===== src/rtl/standlight_ctrl.sv =====
// rtl/standlight_ctrl.sv - stand-light button conditioning, mode FSM and PWM generator
module standlight_ctrl #(
  parameter int DEBOUNCE_CYCLES   = 100_000,
  parameter int LONG_PRESS_CYCLES = 100_000_000,
  parameter int PWM_PERIOD        = 100
) (
  input  logic       i_clk,
  input  logic       i_reset_n,
  input  logic       i_btn,
  output logic [2:0] o_sel,
  output logic [3:0] o_pwm,
  output logic       o_btn_pulse
);

  localparam int DW = (DEBOUNCE_CYCLES > 1) ? $clog2(DEBOUNCE_CYCLES) : 1;
  localparam int HW = $clog2(LONG_PRESS_CYCLES + 1);
  localparam int PW = $clog2(PWM_PERIOD);

  localparam logic [DW-1:0] DEB_LAST = DW'(DEBOUNCE_CYCLES - 1);
  localparam logic [HW-1:0] HOLD_MAX = HW'(LONG_PRESS_CYCLES);
  localparam logic [HW-1:0] HOLD_HIT = HW'(LONG_PRESS_CYCLES - 1);
  localparam logic [PW-1:0] PWM_LAST = PW'(PWM_PERIOD - 1);

  typedef enum logic [2:0] {
    S_OFF = 3'd0,
    S_LV1 = 3'd1,
    S_LV2 = 3'd2,
    S_LV3 = 3'd3,
    S_LV4 = 3'd4
  } state_t;

  state_t          state_q, state_d;
  logic            sync1_q, sync1_d;
  logic            sync2_q, sync2_d;
  logic            deb_q, deb_d;
  logic [DW-1:0]   deb_cnt_q, deb_cnt_d;
  logic            deb_dly_q, deb_dly_d;
  logic            pulse_q, pulse_d;
  logic [HW-1:0]   hold_cnt_q, hold_cnt_d;
  logic [PW-1:0]   pwm_cnt_q, pwm_cnt_d;
  logic [3:0]      pwm_q, pwm_d;
  logic            long_hit;

  always_ff @(posedge i_clk or negedge i_reset_n) begin
    if (!i_reset_n) begin
      sync1_q    <= 1'b0;
      sync2_q    <= 1'b0;
      deb_q      <= 1'b0;
      deb_cnt_q  <= '0;
      deb_dly_q  <= 1'b0;
      pulse_q    <= 1'b0;
      hold_cnt_q <= '0;
      pwm_cnt_q  <= '0;
      pwm_q      <= 4'b0000;
    end else begin
      sync1_q    <= sync1_d;
      sync2_q    <= sync2_d;
      deb_q      <= deb_d;
      deb_cnt_q  <= deb_cnt_d;
      deb_dly_q  <= deb_dly_d;
      pulse_q    <= pulse_d;
      hold_cnt_q <= hold_cnt_d;
      pwm_cnt_q  <= pwm_cnt_d;
      pwm_q      <= pwm_d;
    end
  end

  always_comb begin
    sync1_d   = i_btn;
    sync2_d   = sync1_q;
    deb_d     = deb_q;
    deb_cnt_d = '0;
    // Any cycle where the synchronised level agrees with deb restarts the count.
    if (sync2_q != deb_q) begin
      if (deb_cnt_q == DEB_LAST) begin
        deb_d = sync2_q;
      end else begin
        deb_cnt_d = deb_cnt_q + 1'b1;
      end
    end
    deb_dly_d = deb_q;
    pulse_d   = deb_q & ~deb_dly_q;

    hold_cnt_d = '0;
    if (deb_q) begin
      hold_cnt_d = (hold_cnt_q == HOLD_MAX) ? hold_cnt_q : hold_cnt_q + 1'b1;
    end
    long_hit = deb_q && (hold_cnt_q == HOLD_HIT);

    pwm_cnt_d = (pwm_cnt_q == PWM_LAST) ? '0 : pwm_cnt_q + 1'b1;
    pwm_d     = 4'b0000;
    for (int k = 0; k < 4; k++) begin
      pwm_d[k] = ({1'b0, pwm_cnt_q} < (PW+1)'((k + 1) * PWM_PERIOD / 4));
    end
  end

  always_ff @(posedge i_clk or negedge i_reset_n) begin
    if (!i_reset_n) begin
      state_q <= S_OFF;
    end else begin
      state_q <= state_d;
    end
  end

  // Long press overrides a coincident press pulse.
  always_comb begin
    state_d = state_q;
    if (long_hit) begin
      state_d = S_OFF;
    end else if (pulse_q) begin
      case (state_q)
        S_OFF:   state_d = S_LV1;
        S_LV1:   state_d = S_LV2;
        S_LV2:   state_d = S_LV3;
        S_LV3:   state_d = S_LV4;
        S_LV4:   state_d = S_OFF;
        default: state_d = S_OFF;
      endcase
    end else begin
      case (state_q)
        S_OFF, S_LV1, S_LV2, S_LV3, S_LV4: state_d = state_q;
        default:                           state_d = S_OFF;
      endcase
    end
  end

  always_comb begin
    o_sel       = state_q;
    o_pwm       = pwm_q;
    o_btn_pulse = pulse_q;
  end

endmodule


===== config.mk =====
export PLATFORM = sky130hd
export DESIGN_NAME = standlight_ctrl
export DESIGN_NICKNAME = d
export VERILOG_FILES = /design/src/rtl/standlight_ctrl.sv
export SDC_FILE = /design/constraint.sdc
export NUM_CORES = 1
export LEC_CHECK = 0
export BUFFER_PORTS_ARGS = -buffer_cell sky130_fd_sc_hd__buf_4
export CAP_MARGIN = 10
export CORE_MARGIN = 3
export CORE_UTILIZATION = 60
export DETAILED_ROUTE_END_ITERATION = 16
export GPL_TIMING_DRIVEN = 0
export HOLD_SLACK_MARGIN = 0.05
export PLACE_DENSITY = 0.78
export SYNTH_ARGS = -nofsm -noshare
export SYNTH_HDL_FRONTEND = slang
export SYNTH_SLANG_ARGS = --single-unit

===== constraint.sdc =====
create_clock -name i_clk -period 5.35 [get_ports i_clk]
set_clock_uncertainty 0.15 [all_clocks]
set_input_delay 0.535 -clock i_clk [delete_from_list [all_inputs] [get_ports i_clk]]
set_output_delay 0.535 -clock i_clk [all_outputs]
set_load 0.01 [all_outputs]

==> flow_metrics.py <==
metrics = {
    "status": {
        "status": "finished clean",
    },
    "critical_path": {
        "path_max_fanout": 10,
        "critPathCaptureType": "flip-flop",
        "timing.rr.end": "deb_cnt_q[14]",
        "critPathLaunchType": "flip-flop",
        "crit_required_ps": 5420,
        "r2r-start": "deb_cnt_q[0]",
        "arrival_ps": 2510,
        "crit_path_start": "deb_cnt_q[0]",
        "crit_type": "reg -> reg",
        "r2r_slack_ps": 2910,
        "crit_end": "deb_cnt_q[14]",
        "r2r_cells": 7,
    },
    "min_path": {
        "hp-class": "in -> async",
    },
    "power_and_ir_drop": {
        "peakVddDrop_mv": 0.201,
        "leakage_nw": 1.33,
        "power.density_nw_per_um2": 276,
    },
    "synth": {
        "ys_types": 41,
        "synth-edff-count": 0,
        "yosys_warnings": 0,
        "synth_area_leaders": "dfrtp_1, nor2_1, xnor2_1, xor2_1, a21oi_1",
        "syn_area_um2": 3060,
        "avgSynthCellArea_um2": 9.79,
        "synthFlopType": "dfrtp_1",
        "synthArstFlopShare": 1.00,
        "synthCells": 313,
        "ys_ff_latch": 63,
        "ys_seq_area_frac": 0.514,
        "syn_nets": 320,
        "ys_top_cells_by_count": "dfrtp_1, nor2_1, a21oi_1, nand3_1, nand2_1",
        "synth_top_area_frac": 0.514,
        "yosysMostFrequentCell": "dfrtp_1",
        "synth_top_area_cell": "dfrtp_1",
    },
    "route": {
        "first_pass_iters": 4,
        "final_antenna_net_count": 0,
        "drt_iter0_drc": 115,
        "avgRoutedWirePerCell_um": 14.3,
        "num_vias": 2361,
        "routed_wirelength_mm": 5.82,
        "route.detailed.drc": 0,
        "viasPerCell": 5.82,
    },
    "floorplanning": {
        "num_rows": 25,
        "die_h_um": 77.5,
        "die_w_um": 77.5,
        "initial_core_util": 0.636,
        "fp.dieArea_um2": 6000,
        "fp.coreArea_um2": 4820,
        "ios": 11,
    },
    "sta": {
        "fmax_mhz": 410,
        "final.min_clock_period_ps": 2440,
        "period_share": 0.456,
        "drv_slew": 0,
        "setup_violations": 0,
        "finalHoldViolCount": 0,
        "tns_ps": 0,
        "rsz0062_at_grt": "no",
        "slew_headroom": 0.496,
        "worstMarginPinSlew_ps": 756,
    },
    "job": {
        "maxCapViolCount": 0,
    },
    "layout": {
        "diodes": 0,
        "final-seq-area_um2": 1580,
        "multi_input_area_um2": 1400,
        "drive_above_1_share": 0.115,
        "syn2layout_area_growth_pct": 12.4,
        "nNetsFinal": 341,
        "final_cell_area_um2": 3440,
        "fillers": 381,
    },
    "placement": {
        "gp_congestion": 0.824,
        "dp_hpwl_mm": 3.87,
        "postPlaceCellArea_um2": 3220,
        "placement.io_buffers": 10,
    },
    "clocking": {
        "cts_resized": 0,
        "root_buffer": "clkbuf_8",
        "clkSlewWorstSetupHoldPaths_ps": 70,
        "cts_buffer_depth": 2,
        "cts_hold_buf": 0,
        "cts.sinks": 63,
        "clk_latency_ps": 350,
        "post_cts_buffers": 0,
        "tritoncts": "yes",
        "htree_levels": 3,
        "numCtsBuffers": 9,
    },
    "global_routing": {
        "grt_pass1_vias": 2311,
        "grt_max_degree": 64,
        "grt_pass1_wl_mm": 10.3,
        "grt-ovfl-total": 0,
        "antenna_found_initial": 0,
        "track_usage": 0.216,
    },
}
## state kept, by name, indices dropped and copies added (netlist names)
signal       count
deb_dly_d        1
o_sel            3
sync2_q          1
deb_dly_q        1
pwm_cnt_q        7
o_pwm            4
sync1_q          1
hold_cnt_q      27
o_btn_pulse      1
deb_cnt_q       17
## worst min path at each step
| stage | from | endpoint |
|---|---|---|
| 2_1_floorplan | i_reset_n | deb_cnt_q[0] |
| 3_3_place_gp | sync1_q | sync2_q |
| 3_5_place_dp | sync1_q | sync2_q |
| 4_1_cts | i_reset_n | hold_cnt_q[4] |
| 5_1_grt | i_btn | sync1_q |
| 6_report | i_reset_n | hold_cnt_q[6] |
## worst max-delay path: stages (launching register included)
cell and delay (ps):
dfrtp_1 400, ha_1 230, and4_1 210, clkbuf_1 290, nand2_1 120, o21ai_1 450
clkbuf_1 380, nor2_1 100
## per-layer routing
metal  routed length [um]  global-route usage  vias up
li1                     -                   -     1164
met1                 2660               0.262     1159
met2                 2900               0.365       29
met3                  190              0.0534        9
met4                   66              0.0907        0
met5                    0                   0        -
## report_power, final
group | leakage (nW) | total [W] | switching (W) | internal [W]
clock network | 0.105 | 0.000456 | 0.000193 | 0.000263
registers | 0.843 | 0.000481 | 0.00000240 | 0.000479
logic | 0.379 | 0.0000155 | 0.0000124 | 0.00000309
## cell type report
cell class / count / share of cell area
plain buffers: 14 / 0.0178
clock buffers: 9 / 0.0360
clock inverters: 7 / 0.0283
inverters: 7 / 0.00763
multi-input cells: 229 / 0.406
flip-flops and latches: 63 / 0.458
well taps: 67 / 0.0243
repair buffers: 10 / 0.0218
## placed cells by master, fill, tap and decap left out, types with 3 or more instances in the layout
cell type / count
nor2_1: 33
xor2_1: 14
nand3_1: 20
or4b_2: 3
or3_1: 12
and3_1: 4
ha_1: 4
dfrtp_1: 63
nand2_1: 18
or4_1: 7
o21ai_0: 13
and4_1: 7
nand4_1: 10
nor4_1: 3
nor3_1: 13
inv_1: 6
o31ai_1: 8
buf_4: 10
clkbuf_1: 10
clkbuf_8: 9
xnor2_1: 14
a21oi_1: 24
## metrics by stage
step | cells | total power [W] | utilization | hold WS (ps) | setup slack (ps)
after floorplan | 313 | 0.000495 | - | 89.4 | 3270
final | 406 | 0.000952 | 0.715 | 80.4 | 2910
after global placement | 390 | 0.000506 | 0.669 | 197 | 2990
after global routing | 406 | 0.000989 | 0.715 | 133 | 2580
after CTS | 406 | 0.000963 | 0.715 | 126 | 2880
after detailed placement | 390 | 0.000507 | 0.669 | 196 | 2900
## cells by family (layout without fill, tap and decap cells)
group | after synthesis | count (layout) | synth area share
multiplexers | 1 | 1 | 0.00367
flip-flops | 63 | 63 | 0.514
XOR/XNOR | 28 | 28 | 0.0800
AO/OA/AOI/OAI | 49 | 49 | 0.0894
buffers and inverters | 21 | 47 | 0.0286
adder cells (fa/ha/maj) | 4 | 4 | 0.0163
AND/OR/NAND/NOR | 147 | 147 | 0.267
No activity file was read; power rests on OpenSTA's default activity.
